<file path="src/rtl/rx_frame_ctrl_pkg.sv">
// Shared types and constants for the robot command frame receiver.
package rx_frame_ctrl_pkg;

    // State encoding is fixed so it can be read directly off a probe.
    typedef enum logic [1:0] {
        IDLE    = 2'd0,
        ID      = 2'd1,
        PAYLOAD = 2'd2,
        CHECK   = 2'd3
    } rx_state_e;

    localparam logic [7:0] HDR_DEFAULT = 8'hA5;
    localparam int         FRAME_LEN   = 7;
    // HDR, ID and CHK surround the payload slots.
    localparam int         PAYLOAD_LEN = FRAME_LEN - 3;
    localparam int         GAP_W       = 16;

    // One decoded motion command, in frame byte order.
    typedef struct packed {
        logic [7:0] vel_x;
        logic [7:0] vel_y;
        logic [7:0] vel_w;
        logic [7:0] kick;
    } cmd_t;

endpackage

</file>
<file path="src/rtl/rx_frame_ctrl_if.sv">
// Byte stream in from the UART receiver, decoded command and status out.
interface rx_frame_ctrl_if;
    logic [7:0] rx_byte;
    logic       rx_valid;
    logic [7:0] vel_x;
    logic [7:0] vel_y;
    logic [7:0] vel_w;
    logic [7:0] kick;
    logic       frame_valid;
    logic       frame_err;
    logic       busy;

    // Byte source side (UART receiver / command consumer).
    modport master (
        output rx_byte, rx_valid,
        input  vel_x, vel_y, vel_w, kick, frame_valid, frame_err, busy
    );

    // Frame controller side.
    modport slave (
        input  rx_byte, rx_valid,
        output vel_x, vel_y, vel_w, kick, frame_valid, frame_err, busy
    );
endinterface

</file>
<file path="src/rtl/rx_frame_ctrl_gap.sv">
// Inter-byte gap timer: counts idle cycles and pulses expire on the last allowed one.
module rx_gap_timer #(
    parameter int TIMEOUT = 20000,
    parameter int W       = 16
) (
    input  logic clk,
    input  logic rst_n,
    input  logic clr,
    input  logic en,
    output logic expire
);
    localparam logic [W-1:0] LAST = W'(TIMEOUT - 1);

    logic [W-1:0] cnt_q;

    // A clear in the expiry cycle (new byte) suppresses the timeout.
    assign expire = en && !clr && (cnt_q == LAST);

    // Gap counter: restarts on clear or expiry, otherwise counts while enabled.
    always_ff @(posedge clk or negedge rst_n) begin
        if (!rst_n)
            cnt_q <= '0;
        else if (clr || expire)
            cnt_q <= '0;
        else if (en)
            cnt_q <= cnt_q + W'(1);
    end
endmodule

</file>
<file path="src/rtl/rx_frame_ctrl.sv">
// Robot command frame decoder: HDR, ID, 4 payload bytes, XOR checksum.
module rx_frame_ctrl #(
    parameter logic [3:0] MY_ID   = 4'h3,
    parameter int         TIMEOUT = 20000,
    parameter logic [7:0] HDR     = rx_frame_ctrl_pkg::HDR_DEFAULT
) (
    input  logic           clk,
    input  logic           rst_n,
    rx_frame_ctrl_if.slave bus
);
    import rx_frame_ctrl_pkg::*;

    rx_state_e                     state, state_nxt;
    logic [7:0]                    id_q;
    logic [7:0]                    xsum_q;
    logic [PAYLOAD_LEN-1:0][7:0]   slot_q;
    logic [1:0]                    idx_q;
    cmd_t                          cmd_q;
    logic                          fv_q, fe_q;
    logic                          in_idle, expire, accept, chk_bad;

    assign in_idle = (state == IDLE);

    rx_gap_timer #(.TIMEOUT(TIMEOUT), .W(GAP_W)) u_gap (
        .clk    (clk),
        .rst_n  (rst_n),
        .clr    (bus.rx_valid || in_idle),
        .en     (!in_idle),
        .expire (expire)
    );

    // State register.
    always_ff @(posedge clk or negedge rst_n) begin
        if (!rst_n)
            state <= IDLE;
        else
            state <= state_nxt;
    end

    // Next state plus accept/checksum-fail decisions on the CHK byte.
    always_comb begin
        state_nxt = state;
        accept    = 1'b0;
        chk_bad   = 1'b0;
        case (state)
            IDLE: begin
                if (bus.rx_valid && bus.rx_byte == HDR)
                    state_nxt = ID;
            end
            ID: begin
                if (bus.rx_valid)
                    state_nxt = PAYLOAD;
                else if (expire)
                    state_nxt = IDLE;
            end
            PAYLOAD: begin
                if (bus.rx_valid && idx_q == 2'd3)
                    state_nxt = CHECK;
                else if (expire)
                    state_nxt = IDLE;
            end
            CHECK: begin
                if (bus.rx_valid) begin
                    state_nxt = IDLE;
                    // A foreign ID with a good checksum is silently dropped.
                    if (bus.rx_byte == xsum_q)
                        accept = (id_q[3:0] == MY_ID);
                    else
                        chk_bad = 1'b1;
                end else if (expire) begin
                    state_nxt = IDLE;
                end
            end
            default: state_nxt = IDLE;
        endcase
    end

    // Frame datapath: ID, shadow slots, running XOR, latched command and pulses.
    always_ff @(posedge clk or negedge rst_n) begin
        if (!rst_n) begin
            id_q   <= '0;
            xsum_q <= '0;
            slot_q <= '0;
            idx_q  <= '0;
            cmd_q  <= '0;
            fv_q   <= 1'b0;
            fe_q   <= 1'b0;
        end else begin
            fv_q <= accept;
            fe_q <= chk_bad || expire;
            if (accept)
                cmd_q <= '{vel_x: slot_q[0], vel_y: slot_q[1],
                           vel_w: slot_q[2], kick:  slot_q[3]};
            if (expire) begin
                id_q   <= '0;
                xsum_q <= '0;
                slot_q <= '0;
                idx_q  <= '0;
            end else if (bus.rx_valid) begin
                case (state)
                    IDLE: begin
                        idx_q  <= '0;
                        xsum_q <= '0;
                    end
                    ID: begin
                        id_q   <= bus.rx_byte;
                        xsum_q <= bus.rx_byte;
                    end
                    PAYLOAD: begin
                        // Index wraps back to 0 after slot 3.
                        slot_q[idx_q] <= bus.rx_byte;
                        xsum_q        <= xsum_q ^ bus.rx_byte;
                        idx_q         <= idx_q + 2'd1;
                    end
                    default: ;
                endcase
            end
        end
    end

    assign bus.vel_x       = cmd_q.vel_x;
    assign bus.vel_y       = cmd_q.vel_y;
    assign bus.vel_w       = cmd_q.vel_w;
    assign bus.kick        = cmd_q.kick;
    assign bus.frame_valid = fv_q;
    assign bus.frame_err   = fe_q;
    assign bus.busy        = !in_idle;
endmodule
</file>
<file path="src/flat_wrapper.sv">
// flat-port wrapper written by rule: the top's interface ports become plain ports
module rx_frame_ctrl_flat import rx_frame_ctrl_pkg::*;
#(
    parameter logic [3:0] MY_ID   = 4'h3,
    parameter int         TIMEOUT = 20000,
    parameter logic [7:0] HDR     = rx_frame_ctrl_pkg::HDR_DEFAULT
)
  (clk, rst_n, bus_rx_byte, bus_rx_valid, bus_vel_x, bus_vel_y, bus_vel_w, bus_kick, bus_frame_valid, bus_frame_err, bus_busy);
  rx_frame_ctrl_if bus_i ();
  input  logic clk;
  input  logic rst_n;
  input wire logic [$bits(bus_i.rx_byte)-1:0] bus_rx_byte;
  input wire logic [$bits(bus_i.rx_valid)-1:0] bus_rx_valid;
  output wire logic [$bits(bus_i.vel_x)-1:0] bus_vel_x;
  output wire logic [$bits(bus_i.vel_y)-1:0] bus_vel_y;
  output wire logic [$bits(bus_i.vel_w)-1:0] bus_vel_w;
  output wire logic [$bits(bus_i.kick)-1:0] bus_kick;
  output wire logic [$bits(bus_i.frame_valid)-1:0] bus_frame_valid;
  output wire logic [$bits(bus_i.frame_err)-1:0] bus_frame_err;
  output wire logic [$bits(bus_i.busy)-1:0] bus_busy;
  assign bus_i.rx_byte = bus_rx_byte;
  assign bus_i.rx_valid = bus_rx_valid;
  assign bus_vel_x = bus_i.vel_x;
  assign bus_vel_y = bus_i.vel_y;
  assign bus_vel_w = bus_i.vel_w;
  assign bus_kick = bus_i.kick;
  assign bus_frame_valid = bus_i.frame_valid;
  assign bus_frame_err = bus_i.frame_err;
  assign bus_busy = bus_i.busy;
  rx_frame_ctrl #(.MY_ID(MY_ID), .TIMEOUT(TIMEOUT), .HDR(HDR)) u_core (.clk(clk), .rst_n(rst_n), .bus(bus_i));
endmodule
</file>
<file path="config.mk">
export PLATFORM = sky130hd
export DESIGN_NAME = rx_frame_ctrl_flat
export DESIGN_NICKNAME = d
export VERILOG_FILES = /design/src/rtl/rx_frame_ctrl_pkg.sv /design/src/rtl/rx_frame_ctrl_if.sv /design/src/rtl/rx_frame_ctrl_gap.sv /design/src/rtl/rx_frame_ctrl.sv /design/src/flat_wrapper.sv
export SDC_FILE = /design/constraint.sdc
export NUM_CORES = 1
export LEC_CHECK = 0
export CAP_MARGIN = 0
export CORE_MARGIN = 2
export CORE_UTILIZATION = 57
export CTS_BUF_LIST = sky130_fd_sc_hd__clkbuf_16
export DETAILED_ROUTE_END_ITERATION = 10
export PLACE_DENSITY = 0.91
export SLEW_MARGIN = 20
export SYNTH_ARGS = -nofsm -noshare
export SYNTH_HDL_FRONTEND = slang
export SYNTH_SLANG_ARGS = --single-unit
</file>
<file path="constraint.sdc">
create_clock -name clk -period 2.18 [get_ports clk]
set_input_delay 0.436 -clock clk [delete_from_list [all_inputs] [get_ports clk]]
set_output_delay 0.436 -clock clk [all_outputs]
set_load 0.005 [all_outputs]
</file>
* Word level (Yosys, flattened, before mapping)
Cells that the tools add are included.
Word-level totals: register bits 98, output and inout bits 35, word-level logic and storage cells 79
Cells by class: muxes and demuxes 29, order comparisons 2, reduce and logical (&&, ||, !) cells 20, bitwise gates (word level) 1, equality and inequality tests 10, add/subtract/negate cells 2
Operators with widths (count):
- 32-bit 2-to-1 mux | 3
- 32-bit bitwise mux | 1
- 16-bit 2-to-1 mux | 2
- 8-bit 2-to-1 mux | 3
- 8-bit one-hot mux with 3 select lines | 1
- 16-bit by 1-bit adder with 16-bit output (second input constant) | 1
- 8-bit demux with 2-bit select | 1
- 16-bit by 15-bit == test with 1-bit output (second input constant) | 1
- 2-bit 2-to-1 mux | 7
- 4-bit 2-to-1 mux | 3
- 8-bit == test | 1
- 8-bit == test (second input constant) | 1
- 2-bit one-hot mux with 4 select lines | 1
- 2-bit AND reduction | 4
- 8-bit bitwise XOR | 1
- 2-bit == test (second input constant) | 3
- 1-bit 2-to-1 mux | 6
- 2-bit nonzero test | 3
- 1-bit logical AND | 5
- 4-bit by 2-bit == test with 1-bit output (second input constant) | 1
- 2-bit inequality test (second input constant) | 2
- 2-bit one-hot mux with 2 select lines | 1
- 4-bit nonzero test | 1
- 1-bit logical OR | 3
- other kinds (7) | 8

* Longest topological paths before layout
Gate-level depths: netlist (run 1).
depth in word-level cells 8, depth in mapped cells 9, gate-level depth less buffers 6

* Modules after synthesis
Synthesis (run 1) repeated with hierarchy kept, for this count alone.
Unflattened totals: cell total of the unflattened synthesis 401, area total of the unflattened synthesis 4596.9 sq um
By module, submodules not included:
- rx_frame_ctrl | cells each 315, area each 3751.1 sq um, times used 1
- rx_gap_timer | cells each 86, area each 845.8 sq um, times used 1

* Worst setup path after synthesis (run 1)
No wires, ideal clock.
path kind input port to flip-flop, from input port bus_rx_byte[0], to register u_core.cmd_q (netlist bit u_core.bus.kick[0]), path slack 0.146 ns, data required time 2.055 ns, arrival time 1.908 ns, stages 6, cells stage by stage buf_2 > xnor2_2 > nand4_2 > nor4_4 > buf_8 > mux2_4
Between the ends: cells in the longest elaborated chain, start to end 4
RTL lines:
- from (decl) | RTL line flat_wrapper.sv:12 | input wire logic [$bits(bus_i.rx_byte)-1:0] bus_rx_byte;
- 8-bit == test | RTL line rx_frame_ctrl.sv:66 | if (bus.rx_byte == xsum_q)
- 1-bit 2-to-1 mux | RTL line rx_frame_ctrl.sv:66
- 1-bit 2-to-1 mux | RTL line rx_frame_ctrl.sv:63 | if (bus.rx_valid) begin
- 1-bit 2-to-1 mux | RTL line rx_frame_ctrl.sv:45 | case (state)
- to (signal assigned) | RTL line rx_frame_ctrl.sv:92 | cmd_q <= '{vel_x: slot_q[0], vel_y: slot_q[1],
- to (decl) | RTL line rx_frame_ctrl.sv:18 | cmd_t cmd_q;
Every way passes these cells. A chain may end at the register's enable or synchronous reset.

* Worst setup path in the final report (run 1)
from input port bus_rx_byte[7], to register u_core.cmd_q (netlist bit u_core.bus.kick[5])
The elaborated chain is that of the path after synthesis.

==> run summary, run 1 <==
die height: 93.8 µm
worst path arrival time: 2370 ps
register bit total from synthesis: 98
Placeable Area: 7770 µm²
dpl cells: 536
DRT Wirelength: 10500 µm
Max Cap Viol: 0
Final nets: 465
sum of buffers and inverters on the critical path: 3
final worst path period share: 98.0%
Peak VDD IR: 0.000614 V
Iteration-0 DRC Markers: 277
Via density: 5.86
CTS tree: yes
worst-skew pair later-pin latency: 350 ps
Fin Setup TNS: 0 ps
DR WL/cell: 19.1 µm
count of cell types in the netlist: 43
leakage dissipation: 0.00273 µW
I/O pin total: 46
post-synth top area share: 53.3%
CP max-delay cell: clkdlybuf4s50_1
final setup fails: 0
synthesized area per cell: 11.9 µm²
ys flop type: dfrtp_1
Slew Limit Fails: 0
Max Fclk: 468 MHz
Layout area overhead: 20.8%
P_sw: 1710 µW
synthesized instance count: 387
Post-Place Cell Area: 5240 µm²
non-filler instance count after layout: 552
Mapped Area: 4600 µm²
Worst Clk Skew: 10.5 ps
total CTS buffers: 9
area leader, netlist: dfrtp_1
I/O Buffers: 45
net count after synthesis: 407
outcome: finished clean
crit path max fanout: 11
FFs w/ async S/R, synth: 100%
slowest stage delay, CP: 500 ps
commonest cells in the synthesized netlist: 98 x dfrtp_1, 63 x nor2_1, 32 x mux2i_1
sw frac: 33.0%
# diodes: 0
Sink Count: 98
Rows: 32
dominant cells by area after synthesis: dfrtp_1 53%, mux2_4 9.5%, mux2i_1 7.0%
Comb power frac: 24.9%
initial antenna violation count: 0
final core occ: 71.5%
Final Hold Violating Endpoints: 0
Die Width: 93.8 µm
layout cells sized above 1: 19.1%
CP Data Required Time: 2410 ps
CP Capture Type: flop
Residual DRC: 0
measured slew at the worst slew-check pin: 625 ps
Starting Density: 59.2%
Synth Warn #: 0
clock network power share: 29.2%
Worst slew margin: 58.0%
number of fill cells: 482
via count: 3232
setup bufs post-CTS: 0
Root Buffer: clkbuf_16
vias in the first global route: 3304
Global Route Usage Sum: 25.5%
Pre-antenna DRT Iters: 5
final worst path period need: 2140 ps
Die ar.: 8800 µm²
dpl hpwl: 6910 µm
Worst Setup Start Kind: input pin
Final GP Congestion: 0.934
antenna viol nets, final: 0
CP cell instances: clkdlybuf4s50_1 > xnor2_2 > nand4_2 > nor4_4 > buf_4 > buf_12 > mux2_4
kind of critical path: input pin to flop
CTS Hold Bufs: 0
first-pass GRT wire length: 17100 µm
H-tree Lvls: 3
Finished Cell Area: 5550 µm²
GRT overflow: 0
PD cells: 937 nW/µm²
Internal: 3490 µW
EDFF count, synth: 0
Reg clk slew, reported paths: 70 ps
crit-path leading delay family: buffers and inverters
HP Class: input pin to asynchronous set/reset pin
sequential power share: 45.9%
largest net degree at the start of global routing: 48
most frequent cell after synthesis: dfrtp_1
Seq/Total Area, Yosys: 53.3%
Clock Path Buffers: 2
sequential cells by signal (all words and copies together) (netlist names), 2 cells and up:
register,count
u_core.bus.kick,8
u_core.bus.vel_w,8
u_core.bus.vel_x,8
u_core.bus.vel_y,8
u_core.id_q,4
u_core.idx_q,2
u_core.slot_q,32
u_core.state,2
u_core.u_gap.cnt_q,16
u_core.xsum_q,8
worst paths after layout:
| check | startpoint | endpoint | slack (ps) | cells after the start |
|---|---|---|---|---|
| max in group asynchronous | rst_n | u_core.state[1]$_DFFE_PN0P_ | 1470 | 2 |
| min in group clk | u_core.u_gap.cnt_q[0]$_DFFE_PN0P_ | u_core.u_gap.cnt_q[0]$_DFFE_PN0P_ | 490 | 1 |
| setup / recovery | bus_rx_byte[7] | u_core.bus.kick[5]$_DFFE_PN0P_ | 40 | 7 |
| hold / removal | rst_n | u_core.bus.vel_y[4]$_DFFE_PN0P_ | 80 | 1 |
| setup reg to reg | u_core.state[0]$_DFFE_PN0P_ | u_core.xsum_q[3]$_DFFE_PN0P_ | 170 | 6 |
| hold reg to reg | u_core.u_gap.cnt_q[0]$_DFFE_PN0P_ | u_core.u_gap.cnt_q[0]$_DFFE_PN0P_ | 490 | 1 |
layout make-up:
cell class / instances / area [µm²] / area share [%]
Clock buffer: 9 / 225 / 4.05
Clock inverter: 7 / 61.3 / 1.10
Inverter: 11 / 41.3 / 0.743
Multi-Input combinational cell: 256 / 1960 / 35.4
Sequential cell: 98 / 2450 / 44.2
Tap cell: 102 / 128 / 2.30
Timing Repair Buffer: 69 / 682 / 12.3
power by group through the flow:
| stage | clock network, µW | logic, µW | registers [µW] |
|---|---|---|---|
| global route | 1610 | 1420 | 2420 |
| CTS | 1530 | 1240 | 2380 |
| floorplan | 0 | 850 | 2350 |
| global placement | 0 | 1110 | 2380 |
| finish | 1520 | 1290 | 2390 |
| detailed placement | 0 | 1190 | 2410 |
cell families after synthesis:
kind of cell | after synthesis | share of synthesized area (%)
fa+ha+maj | 9 | 2.45
simple gates | 125 | 12.9
mux | 64 | 17.2
xor+xnor | 19 | 4.44
flops | 98 | 53.3
buf+inv | 33 | 4.46
compound gates | 39 | 5.20
layer usage:
layer  GRT usage, %  vias up  routed length [µm]  part of all wire (%)
met4           12.3        0                 344                   3.3
met1           33.4     1630                4390                    42
li1               -     1444                   -                     -
met5              0        -                   0                     0
met3           4.41       29                 619                   5.9
met2           41.3      129                5190                    49
stage by stage:
stage               hold WS, ps  worst slack [ps]  power, µW
global placement            450              -214       3490
detailed placement          460              -241       3600
finish                     78.0              43.1       5200
CTS                        96.0              41.4       5160
floorplan                   140               146       3200
global route                124             -14.5       5450
cell usage in the layout (no fill, tap or decap), drive strengths merged, types with 13 or more instances in the layout:
| cell type | n |
|---|---|
| buf | 25 |
| clkdlybuf4s50 | 44 |
| dfrtp | 98 |
| inv | 14 |
| mux2 | 32 |
| mux2i | 32 |
| nand2 | 21 |
| nand3 | 16 |
| nor2 | 63 |
| o21ai | 13 |
| xnor2 | 16 |
what timing repair did:
action	4_1_cts	5_1_grt
endpoints found under the hold margin	0	0
setup endpoints to repair	1	4
gates resized for setup	1	3
Power figures use the tool's default switching activity.
==> run 2, diff against run 1 <==
Settings changed: CORE_MARGIN 2 to 5.
==> run 2 against run 1 <==
First-iteration DRC count shrank 22%. Count of clock-buffer cells in the layout is the same. Sequential cell count is the same. Worst hold slack gained 410 ps. Sequential share of layout area is essentially flat. Die area grew 13%.
==> run summary, run 2 (synthesis results as in run 1) <==
R2R depth: 6 (unchanged)
crit-path leading delay family: buffers and inverters (unchanged)
Max Cap Viol: 0 (unchanged)
Post-Place Cell Area: 5240 µm² (about the same)
worst path arrival time: 2330 ps (was 2370 ps)
Sink Count: 98 (unchanged)
Final GP Congestion: 0.821 (was 0.934)
Fin Setup TNS: 0 ps (unchanged)
CP Capture Type: flop (unchanged)
final setup fails: 0 (unchanged)
commonest non-fill, non-tap cell in the layout: dfrtp_1 (unchanged)
most frequent cells in the layout: 98 x dfrtp_1, 63 x nor2_1, 44 x clkdlybuf4s50_1 (unchanged)
kind of critical path: input pin to flop (unchanged)
Slew Limit Fails: 0 (unchanged)
beginning of the worst register-to-register path: u_core.xsum_q[3]$_DFFE_PN0P_ (was u_core.state[0]$_DFFE_PN0P_)
Peak VDD IR: 0.000466 V (was 0.000614 V)
RR Endpoint: u_core.bus.vel_w[7]$_DFFE_PN0P_ (was u_core.xsum_q[3]$_DFFE_PN0P_)
Reg2Reg Setup Slack: 220 ps (was 170 ps)
measured slew at the worst slew-check pin: 634 ps (was 625 ps)
dpl hpwl: 6630 µm (was 6910 µm)
DRT Wirelength: 10000 µm (was 10500 µm)
largest net degree at the start of global routing: 84 (was 48)
Reg clk slew, reported paths: 70 ps (about the same)
Rows: 32 (unchanged)
CP cell instances: clkdlybuf4s50_1 > xnor2_2 > nand4_2 > nor4_4 > buf_4 > buf_12 > mux2_4 (unchanged)
slowest stage delay, CP: 490 ps (was 500 ps)
first-pass GRT wire length: 16700 µm (was 17100 µm)
CP Launch Point: bus_rx_byte[3] (was bus_rx_byte[7])
leakage dissipation: 0.00273 µW (about the same)
setup bufs post-CTS: 0 (unchanged)
Clock Path Buffers: 2 (unchanged)
Final nets: 465 (unchanged)
Via density: 5.81 (was 5.86)
H-tree Lvls: 3 (unchanged)
number of flip-flops in the largest register: 32 (unchanged)
antenna viol nets, final: 0 (unchanged)
Starting Density: 58.9% (was 59.2%)
HP Class: input pin to asynchronous set/reset pin (unchanged)
Die ar.: 9960 µm² (was 8800 µm²)
I/O pin total: 46 (unchanged)
worst-skew pair later-pin latency: 340 ps (was 350 ps)
largest registers: u_core.slot_q: 32 flops, u_core.u_gap.cnt_q: 16 flops (unchanged)
DR WL/cell: 18.2 µm (was 19.1 µm)
PD cells: 929 nW/µm² (was 937 nW/µm²)
Worst Clk Skew: 8.14 ps (was 10.5 ps)
GRT overflow: 0 (unchanged)
via count: 3208 (was 3232)
Iteration-0 DRC Markers: 217 (was 277)
RSZ-0062 raised after global routing: no
vias in the first global route: 3287 (was 3304)
Residual DRC: 0 (unchanged)
initial antenna violation count: 0 (unchanged)
number of fill cells: 506 (was 482)
multi-input logic area: 1970 µm² (was 1960 µm²)
Global Route Usage Sum: 21.2% (was 25.5%)
Placeable Area: 7810 µm² (was 7770 µm²)
Worst Setup Start Kind: input pin (unchanged)
Worst slew margin: 57.5% (was 58.0%)
final worst path period need: 2110 ps (was 2140 ps)
Die Width: 99.8 µm (was 93.8 µm)
CP Data Required Time: 2400 ps (was 2410 ps)
# diodes: 0 (unchanged)
outcome: finished clean (unchanged)
most flop-heavy register: u_core.slot_q (unchanged)
total CTS buffers: 9 (unchanged)
final worst path period share: 96.7% (was 98.0%)
layout cells sized above 1: 19.1% (unchanged)
sum of buffers and inverters on the critical path: 3 (unchanged)
CTS tree: yes (unchanged)
Pre-antenna DRT Iters: 5 (unchanged)
die height: 99.8 µm (was 93.8 µm)
worst setup path end: u_core.bus.vel_w[7]$_DFFE_PN0P_ (was u_core.bus.kick[5]$_DFFE_PN0P_)
CP max-delay cell: clkdlybuf4s50_1 (unchanged)
crit path max fanout: 11 (unchanged)
critical path depth in cells: 7 (unchanged)
Final Hold Violating Endpoints: 0 (unchanged)
Root Buffer: clkbuf_16 (unchanged)
Reg area: 2450 µm² (unchanged)
Max Fclk: 474 MHz (was 468 MHz)
I/O Buffers: 45 (unchanged)
Layout area overhead: 21.0% (was 20.8%)
Finished Cell Area: 5560 µm² (was 5550 µm²)
==> run 2: changes by cell type in the layout (fill, tap and decap cells not counted), sizes merged <==
cell / before / now
buf: 25 / 24
clkinv: 4 / 1
clkinvlp: 0 / 1
dlygate4sd3: 0 / 1
inv: 14 / 16
==> run 2: how the worst min path moves through the flow <==
stage / end / depth (start not counted) / slack, ps
2_1_floorplan: u_core.bus.frame_err$_DFF_PN0_ / 0 / 140
3_3_place_gp: u_core.bus.vel_x[7]$_DFFE_PN0P_ / 1 / 300
3_5_place_dp: u_core.bus.kick[6]$_DFFE_PN0P_ / 1 / 310
4_1_cts: u_core.bus.vel_y[4]$_DFFE_PN0P_ / 2 / 480
5_1_grt: u_core.bus.vel_y[3]$_DFFE_PN0P_ / 2 / 510
6_report: u_core.bus.vel_y[3]$_DFFE_PN0P_ / 2 / 490
==> run 2: routing by layer <==
layer | vias to the layer above | wire, µm | GRT usage [%]
li1 | 1448 | - | -
met1 | 1618 | 4350 | 28.9
met2 | 119 | 4870 | 32.4
met3 | 23 | 570 | 4.24
met4 | 0 | 259 | 10.6
met5 | - | 0 | 0
==> run 2: worst reg2reg max path: stages (launching register included) <==
cell and delay (ps):
dfrtp_1 430, xnor2_2 240, nand4_2 160, nor4_4 360, buf_4 200, buf_12 150, mux2_4 300
==> run 2: stage by stage <==
step           worst slack, ps  instances  total power [µW]  utilization [%]  hold WS [ps]
5_1_grt                   2.24        552              5450             71.2           507
3_5_place_dp              -264        535              3590             67.1           308
3_3_place_gp              -209        535              3490             67.1           304
2_1_floorplan              146        387              3200                -           140
6_report                  72.1        552              5170             71.2           486
4_1_cts                   41.5        552              5130             70.8           482
==> run 2: timing repair <==
| action | 4_1_cts | 5_1_grt |
|---|---|---|
| hold buffers | 1 | 0 |
| endpoints found under the setup margin | 1 | 6 |
| pin swaps | 0 | 1 |
| gates cloned | 0 | 0 |
| gates resized for setup | 1 | 4 |
| hold endpoints to repair | 15 | 0 |
==> run 2: final cells by class <==
cell class | instances | share of cell area, %
clock buffers | 9 | 4.05
clock inverters | 7 | 1.04
inverters | 11 | 0.743
multi-input cells | 256 | 35.5
flip-flops and latches | 98 | 44.1
well taps | 102 | 2.30
repair buffers | 69 | 12.3
==> run 2: power by group <==
| group | switching, µW | internal (µW) | total, µW | leakage (µW) |
|---|---|---|---|---|
| Clock | 704 | 794 | 1500 | 0.000137 |
| Combinational | 719 | 548 | 1270 | 0.00126 |
| Sequential | 257 | 2140 | 2400 | 0.00133 |
==> run 3, diff against run 2 <==
Settings changed: CTS_CLUSTER_SIZE set to 28.
==> results of run 3 <==
The final DEF is identical to that of run 2; final timing and power are the same.
